==> src/rtl/accel_pkg.sv <==
// ---------------------------------------------------------------------------
// accel_pkg
// Shared definitions for the accelerometer signed-to-BCD converter:
//   - st_t       : converter FSM state encoding
//   - BCD_W      : width of one BCD digit
//   - sat_limit  : largest value representable in a given number of digits
// No ports (package).
// ---------------------------------------------------------------------------
package accel_pkg;

  localparam int BCD_W = 4;

  typedef enum logic [2:0] {
    ST_IDLE,
    ST_LOAD,
    ST_SHIFT,
    ST_STORE,
    ST_DONE
  } st_t;

  // 10^digits - 1, evaluated at elaboration time for the saturation compare.
  function automatic logic [63:0] sat_limit(input int digits);
    logic [63:0] p;
    p = 64'd1;
    for (int i = 0; i < digits; i++) begin
      p = p * 64'd10;
    end
    return p - 64'd1;
  endfunction

endpackage

==> src/rtl/bcd_dd_core.sv <==
// ---------------------------------------------------------------------------
// bcd_dd_core
// Single-channel sequential double-dabble engine. One load cycle, then
// DATA_W step cycles; after the last step bcd holds the low DIGITS digits
// of the unsigned magnitude.
// Ports:
//   clk, reset_n : clock, synchronous active-low reset
//   load         : clear accumulator, load magnitude, reset step count
//   step         : one add-3 / shift-left iteration
//   mag          : unsigned magnitude to convert
//   bcd          : BCD accumulator, digit 0 (units) in bits [3:0]
//   last         : high while the step in progress is the final one
// ---------------------------------------------------------------------------
module bcd_dd_core
  import accel_pkg::*;
#(
  parameter int DATA_W = 16,
  parameter int DIGITS = 4
) (
  input  logic                      clk,
  input  logic                      reset_n,
  input  logic                      load,
  input  logic                      step,
  input  logic [DATA_W-1:0]         mag,
  output logic [DIGITS*BCD_W-1:0]   bcd,
  output logic                      last
);

  localparam int CNT_W = $clog2(DATA_W + 1);

  logic [DATA_W-1:0]       shreg;
  logic [CNT_W-1:0]        cnt;
  logic [DIGITS*BCD_W-1:0] adj;

  // Any digit of 5 or more would exceed 9 after doubling, so bias it by 3
  // first; the carry then lands in the next digit after the shift.
  always_comb begin
    adj = bcd;
    for (int d = 0; d < DIGITS; d++) begin
      if (bcd[d*BCD_W +: BCD_W] >= 4'd5) begin
        adj[d*BCD_W +: BCD_W] = bcd[d*BCD_W +: BCD_W] + 4'd3;
      end
    end
  end

  // Digits above DIGITS are simply dropped; the top level replaces the
  // result with all nines whenever that truncation could matter.
  always_ff @(posedge clk) begin
    if (!reset_n) begin
      bcd   <= '0;
      shreg <= '0;
      cnt   <= '0;
    end else if (load) begin
      bcd   <= '0;
      shreg <= mag;
      cnt   <= '0;
    end else if (step) begin
      bcd   <= {adj[DIGITS*BCD_W-2:0], shreg[DATA_W-1]};
      shreg <= shreg << 1;
      cnt   <= cnt + 1'b1;
    end
  end

  assign last = (cnt == CNT_W'(DATA_W - 1));

endmodule

==> src/rtl/accel_bcd_conv.sv <==
// ---------------------------------------------------------------------------
// accel_bcd_conv
// Multi-channel signed-to-BCD converter. Captures one packed sample, converts
// each channel in turn through a shared double-dabble core, and publishes all
// channels together with a one-cycle out_valid pulse.
// Ports:
//   clk, reset_n : clock, synchronous active-low reset
//   in_valid     : sample strobe, taken only when idle and not frozen
//   in_data      : packed samples, channel c at [c*DATA_W +: DATA_W]
//   freeze       : ignore in_valid, hold outputs
//   clr_overrun  : clear sticky overrun (wins over a simultaneous set)
//   bcd_out      : channel c digit d at [(c*DIGITS+d)*4 +: 4], d=0 units
//   sign_out     : per-channel negative flag
//   ovf_out      : per-channel saturation flag
//   out_valid    : one-cycle pulse when outputs update
//   busy         : conversion in progress
//   overrun      : sticky, a sample arrived while busy
// ---------------------------------------------------------------------------
module accel_bcd_conv
  import accel_pkg::*;
#(
  parameter int CHANNELS = 3,
  parameter int DATA_W   = 16,
  parameter int DIGITS   = 4
) (
  input  logic                             clk,
  input  logic                             reset_n,
  input  logic                             in_valid,
  input  logic [CHANNELS*DATA_W-1:0]       in_data,
  input  logic                             freeze,
  input  logic                             clr_overrun,
  output logic [CHANNELS*DIGITS*BCD_W-1:0] bcd_out,
  output logic [CHANNELS-1:0]              sign_out,
  output logic [CHANNELS-1:0]              ovf_out,
  output logic                             out_valid,
  output logic                             busy,
  output logic                             overrun
);

  localparam int              CH_W      = (CHANNELS > 1) ? $clog2(CHANNELS) : 1;
  localparam int              CH_BCD_W  = DIGITS * BCD_W;
  localparam logic [63:0]     SAT_LIM   = sat_limit(DIGITS);
  localparam logic [CH_W-1:0] LAST_CH   = CH_W'(CHANNELS - 1);

  st_t                             state;
  st_t                             next_state;
  logic [CHANNELS*DATA_W-1:0]      cap;
  logic [CH_W-1:0]                 ch;
  logic [DATA_W-1:0]               cur;
  logic [DATA_W-1:0]               mag;
  logic                            cur_sign;
  logic                            cur_sat;
  logic                            accept;
  logic                            drop;
  logic                            core_load;
  logic                            core_step;
  logic                            core_last;
  logic [CH_BCD_W-1:0]             core_bcd;
  logic [CHANNELS*CH_BCD_W-1:0]    shadow_bcd;
  logic [CHANNELS-1:0]             shadow_sign;
  logic [CHANNELS-1:0]             shadow_ovf;

  assign accept = in_valid && !freeze && (state == ST_IDLE);
  assign drop   = in_valid && !freeze && (state != ST_IDLE);
  assign busy   = (state != ST_IDLE);

  // The capture register is stable for the whole conversion, so sign and
  // saturation can be derived combinationally in both LOAD and STORE.
  // The most negative input negates to itself, which read as unsigned is
  // exactly its magnitude.
  assign cur      = cap[int'(ch)*DATA_W +: DATA_W];
  assign cur_sign = cur[DATA_W-1];
  assign mag      = cur_sign ? (~cur + 1'b1) : cur;
  assign cur_sat  = (64'(mag) > SAT_LIM);

  bcd_dd_core #(
    .DATA_W (DATA_W),
    .DIGITS (DIGITS)
  ) u_core (
    .clk     (clk),
    .reset_n (reset_n),
    .load    (core_load),
    .step    (core_step),
    .mag     (mag),
    .bcd     (core_bcd),
    .last    (core_last)
  );

  // State register.
  always_ff @(posedge clk) begin
    if (!reset_n) begin
      state <= ST_IDLE;
    end else begin
      state <= next_state;
    end
  end

  // Next-state and core control. Every channel takes the same number of
  // cycles, so latency does not depend on the data or on saturation.
  always_comb begin
    next_state = state;
    core_load  = 1'b0;
    core_step  = 1'b0;
    case (state)
      ST_IDLE: begin
        if (accept) next_state = ST_LOAD;
      end
      ST_LOAD: begin
        core_load  = 1'b1;
        next_state = ST_SHIFT;
      end
      ST_SHIFT: begin
        core_step = 1'b1;
        if (core_last) next_state = ST_STORE;
      end
      ST_STORE: begin
        next_state = (ch == LAST_CH) ? ST_DONE : ST_LOAD;
      end
      ST_DONE: begin
        next_state = ST_IDLE;
      end
      default: begin
        next_state = ST_IDLE;
      end
    endcase
  end

  // Capture, per-channel shadow results, atomic publish and overrun flag.
  // Outputs only move in DONE, so a consumer never sees a mixed sample.
  always_ff @(posedge clk) begin
    if (!reset_n) begin
      cap         <= '0;
      ch          <= '0;
      shadow_bcd  <= '0;
      shadow_sign <= '0;
      shadow_ovf  <= '0;
      bcd_out     <= '0;
      sign_out    <= '0;
      ovf_out     <= '0;
      out_valid   <= 1'b0;
      overrun     <= 1'b0;
    end else begin
      out_valid <= 1'b0;

      if (accept) begin
        cap <= in_data;
        ch  <= '0;
      end

      if (state == ST_STORE) begin
        shadow_bcd[int'(ch)*CH_BCD_W +: CH_BCD_W] <= cur_sat ? {DIGITS{4'h9}} : core_bcd;
        shadow_sign[ch] <= cur_sign;
        shadow_ovf[ch]  <= cur_sat;
        if (ch != LAST_CH) ch <= ch + 1'b1;
      end

      if (state == ST_DONE) begin
        bcd_out   <= shadow_bcd;
        sign_out  <= shadow_sign;
        ovf_out   <= shadow_ovf;
        out_valid <= 1'b1;
      end

      if (clr_overrun) begin
        overrun <= 1'b0;
      end else if (drop) begin
        overrun <= 1'b1;
      end
    end
  end

endmodule

==> config.mk <==
export PLATFORM = sky130hd
export DESIGN_NAME = accel_bcd_conv
export DESIGN_NICKNAME = d
export VERILOG_FILES = /design/src/rtl/accel_pkg.sv /design/src/rtl/bcd_dd_core.sv /design/src/rtl/accel_bcd_conv.sv
export SDC_FILE = /design/constraint.sdc
export NUM_CORES = 1
export LEC_CHECK = 0
export CORE_MARGIN = 5
export CORE_UTILIZATION = 60
export DETAILED_ROUTE_END_ITERATION = 10
export MAX_ROUTING_LAYER = met4
export PLACE_DENSITY = 0.86
export SLEW_MARGIN = 30
export SYNTH_ARGS = -nofsm -noshare
export SYNTH_HDL_FRONTEND = slang
export SYNTH_SLANG_ARGS = --single-unit
==> constraint.sdc <==
create_clock -name clk -period 7.6 [get_ports clk]
set_clock_uncertainty 0.2 [all_clocks]
set_input_delay 2.28 -clock clk [delete_from_list [all_inputs] [get_ports clk]]
set_output_delay 2.28 -clock clk [all_outputs]
set_load 0.01 [all_outputs]
# After elaboration in Yosys (flattened, before gate mapping)

Index checks and enable logic that the tools add are counted.

Output and inout bits: 57
Bits in registers: 200
Logic and storage cells: 77
Input bits: 53

Reductions and logical operators: 11
Equal/unequal tests: 9
Multiplexer cells: 23
Bitwise operators: 2
Shift-type cells: 3
Add/sub/neg operators: 8
Magnitude comparators: 7

Operators by type and width:

| operator                                                           | number |
|---|---|
| two-way mux 16 bit                                                 | 4 |
| bitwise mux 48 bit                                                 | 1 |
| variable shift 16 x 33 -> 48 bit (first input constant)            | 1 |
| indexed part select 16 x 33 -> 48 bit                              | 1 |
| indexed part select 48 x 7 -> 16 bit                               | 1 |
| negator 6 -> 33 bit                                                | 1 |
| adder 16 x 1 -> 16 bit (second input constant)                     | 1 |
| greater-or-equal comparator 4 x 3 -> 1 bit (second input constant) | 4 |
| greater-than comparator 16 x 14 -> 1 bit (second input constant)   | 1 |
| NOT 16 bit                                                         | 1 |
| adder 4 x 2 -> 4 bit (second input constant)                       | 3 |
| two-way mux 3 bit                                                  | 4 |
| two-way mux 4 bit                                                  | 3 |
| case mux 3 bit (4 select lines)                                    | 1 |
| bitwise mux 3 bit                                                  | 2 |
| == test 3 x 2 -> 1 bit (second input constant)                     | 2 |
| two-way mux 2 bit                                                  | 3 |
| inequality test 2 bit (second input constant)                      | 3 |
| adder 5 x 1 -> 5 bit (second input constant)                       | 1 |
| == test 5 x 4 -> 1 bit (second input constant)                     | 1 |
| logical AND 1 bit                                                  | 4 |
| two-way mux 1 bit                                                  | 4 |
| OR reduction 2 bit                                                 | 2 |
| adder 3 x 2 -> 3 bit (second input constant)                       | 1 |
| other kinds (13)                                                   | 13 |

# Depth between registers and ports, before layout

Depth after elaboration: 8
Mapped depth: 16
Gate-level depth less buffers: 11

# Cells and area by module

Synthesis repeated with hierarchy kept, for this count alone.

Cell total of the unflattened synthesis: 1104
Area, all modules: 9406.5 um^2

Modules (own cells, without submodules):

| module         | seq. area each (um^2) | area an instance (um^2) | cells an instance | instances |
|---|---|---|---|---|
| accel_bcd_conv | 3263.1                | 7319.5                  | 862               | 1 |
| bcd_dd_core    | 740.7                 | 2087.0                  | 242               | 1 |

# Least setup slack after synthesis

OpenSTA, ideal clock, no wires.

Path kind: input port to flip-flop
Start point: input in_valid
End point: register cap[37]
Cell stages on the path: 7
Data required time: 7.330 ns
Setup slack: 3.812 ns
Arrival time: 3.518 ns
Setup time: 0.070 ns
Buffers on the path: 3
Cells stage by stage: nor2b_1 > nor2b_1 > clkbuf_1 > clkbuf_1 > buf_1 > nand2_1 > a21oi_1

Word-level cells in the longest chain between the ends: 2

RTL lines:

| element                        | line                  | RTL |
|---|---|---|
| from (decl)                    | accel_bcd_conv.sv:28  | `input logic in_valid,` |
| logical AND 1 bit (2 in a row) | accel_bcd_conv.sv:63  | `assign accept = in_valid && !freeze && (state == ST_IDLE);` |
| to (signal assigned)           | accel_bcd_conv.sv:146 | `cap <= in_data;` |
| to (decl)                      | accel_bcd_conv.sv:47  | `logic [CHANNELS*DATA_W-1:0] cap;` |

Every way passes these cells.
A chain may end at the register's enable or synchronous reset.

# Final worst setup path

Start point: register state[2]
End point: output busy

Word-level cells in the longest chain between the ends: 1

RTL lines:

| element                | line                 | RTL |
|---|---|---|
| from (decl)            | accel_bcd_conv.sv:45 | `st_t state;` |
| from (signal assigned) | accel_bcd_conv.sv:94 | `state <= next_state;` |
| nonzero test 3 bit     | accel_bcd_conv.sv:65 | `assign busy = (state != ST_IDLE);` |
| to (decl)              | accel_bcd_conv.sv:36 | `output logic busy,` |

Every way passes these cells.

==> impl_results.md <==
- Status: complete, no violations
- Distinct cells, synth: between 50 and 60
- CTS Sinks: 200
- Diode count: 0
- Period utilization: 0.577
- Yosys warns: 0
- Post-CTS Hold Buffers: 0
- Setup TNS: 0 ns
- Core Area: between 0.01 and 0.015 mm2
- Slew @ Worst Pin: roughly 0.92 ns
- Setup violations, final: 0
- Dpl hpwl: 13700 um
- HP Class: flip-flop to flip-flop
- All-layer global routing usage: 0.255
- Clk buf depth: 2
- Synthesized net count: about 1100
- Die ar.: roughly 0.017 mm2
- Die W: around 130 um
- RePlAce Congestion: approximately 0.89
- Post-Synthesis Cell Area: between 0.008 and 0.009 mm2
- Critical path class: flip-flop to output port
- Max IR drop VDD: about 0.00018 V
- Post-Synth Simple-Gate Area: 0.210
- Post-synth EDFFs: 0
- Initial antenna violation count: 0
- Drt first pass iters: 6
- I/O Pins: between 100 and 150
- CTS tree: built
- Vias in the first global route: about 7000
- Most frequent cells in the layout: nand2_1 (279), dfxtp_1 (199), a21oi_1 (165)
- Routed wire per std cell: between 15 and 20 um
- Max Clk Rate: roughly 0.23 GHz
- RSZ-0062 raised after global routing: no
- Worst endpoint required time: 5.12 ns
- Post-synthesis mux area share: 0.0212
- Top_reg_cell synth: dfxtp_1
- Crit start category: flip-flop
- Yosys reg bits: 200
- First-pass GRT wire length: ~34000 um
- Fin crit period: between 4 and 5 ns
- Worst reg-to-reg path cell count: 12
- Maxcap violations: 0
- WP data arrival: 1.90 ns
- Complex-gate fraction of the synthesized area: 0.207
- Main combinational cell family by area after synthesis: simple AND/OR/NAND/NOR gates
- Leak: ~3.4 nW
- Slew headroom: 0.383
- Root buffer cell: clkbuf_16
- Share of cells above drive strength 1: 0.0539
- Nets: around 1200
- Layout area overhead: 19.7%
- Clock Latency Late Sink: about 0.44 ns
- Post-CTS resize count: 0
- Post-CTS setup buffer count: 0
- TritonCTS Buffers: 17
- Gr ovfl total: 0
- Pwr/cell area: 222 mW/mm2
- Via count: between 7000 and 8000
- Commonest non-fill, non-tap cell in the layout: nand2_1
- Hold depth: 2
- Final Hold Viols: 0
- DRC Markers: 0
- Detail Route Antenna Nets: 0
- Initial Util: 0.615
- Die Span Y: 130 um
- Port-buffer cells: between 100 and 150
- WL final: about 21000 um
- Post-Synth Adder-Cell Area: 0.0248
- Worst setup EP type: output port
- Worst hold margin: 0.250 ns
- Initial DRC Count: a little under 800
- Total chip power: ~2.3 mW
- Asr flop ratio synth: 0
- Post-synthesis sequential area ratio: 0.467
- Synthesized area per cell: between 8 and 9 um2
- Largest net degree at the start of global routing: 85
- XOR/XNOR Fraction of Synth Area: 0.0215
- Crit path max fanout: 8
- Vias per inst: slightly below 6
- Row count: 43
- Clock slew at reported path FFs: around 0.07 ns
- Slew Viols, Final: 0
- Gate Count Post-Synth: about 1100
- Htree depth: 4
-- flip-flops by register name (all words and copies together) (netlist names), 5 cells and up --
register	count
bcd_out	48
cap	48
shadow_bcd	48
u_core.bcd	16
u_core.cnt	5
u_core.shreg	16
-- area by class of cell --
class | instances | area, um2
Tap cell | 180 | 225
Sequential cell | 200 | 4010
Fill cell | 1014 | 3670
Clock buffer | 19 | 443
Timing Repair Buffer | 119 | 1190
Multi-Input combinational cell | 764 | 4170
Inverter | 19 | 73.8
Clock inverter | 10 | 146
-- synthesized netlist by cell type, types with 8 or more instances --
master,number,area share
a21oi_1,165,0.096
a22oi_1,8,0.0070
a311oi_1,13,0.013
and2_1,14,0.010
clkbuf_1,59,0.026
dfxtp_1,200,0.47
ha_1,17,0.025
inv_1,19,0.0083
mux2i_1,17,0.020
nand2_1,280,0.12
nand3_1,31,0.018
nor2_1,53,0.023
nor3_1,12,0.0070
o21ai_0,31,0.018
o2bb2ai_1,10,0.010
o31ai_1,25,0.022
xnor2_1,12,0.012
xor2_1,9,0.0092
-- per-layer routing --
metal | wire length (um) | global-route usage
met2 | 10200 | 0.428
met5 | 0 | -
met4 | 660 | 0.109
met1 | 8680 | 0.303
met3 | 1160 | 0.0466
-- metrics by stage --
step / instance area (um2) / std cells / setup WS [ns] / util
5_1_grt: 10300 / 1311 / 3.08 / 0.736
3_3_place_gp: 9610 / 1280 / 2.82 / 0.690
4_1_cts: 10300 / 1311 / 3.04 / 0.736
2_1_floorplan: 8570 / 1060 / 3.81 / -
3_5_place_dp: 9670 / 1282 / 2.82 / 0.694
6_report: 10300 / 1311 / 3.22 / 0.736
-- cell families after synthesis --
kind of cell	count (synthesis)
xor+xnor	21
buf+inv	96
flops	200
mux	18
fa+ha+maj	17
compound gates	285
simple gates	423
-- power by group --
group,internal (mW),switching (mW)
sequential,1.08,0.0203
combinational,0.0946,0.170
clock,0.524,0.391
total,1.70,0.581
-- final timing paths --
| path | startpoint | end | slack [ns] |
|---|---|---|---|
| min reg2reg | shadow_ovf[2] | ovf_out[2] | 0.25 |
| min | shadow_ovf[2] | ovf_out[2] | 0.25 |
| max reg2reg | ch[0] | shadow_bcd[0] | 3.49 |
| max | state[2] | busy | 3.22 |
-- critical path, cell delays in order (launching register included) --
cell and delay (ns):
dfxtp_1 0.39, or3_1 0.54, clkdlybuf4s50_1 0.54
(Power assumes the default switching activity.)
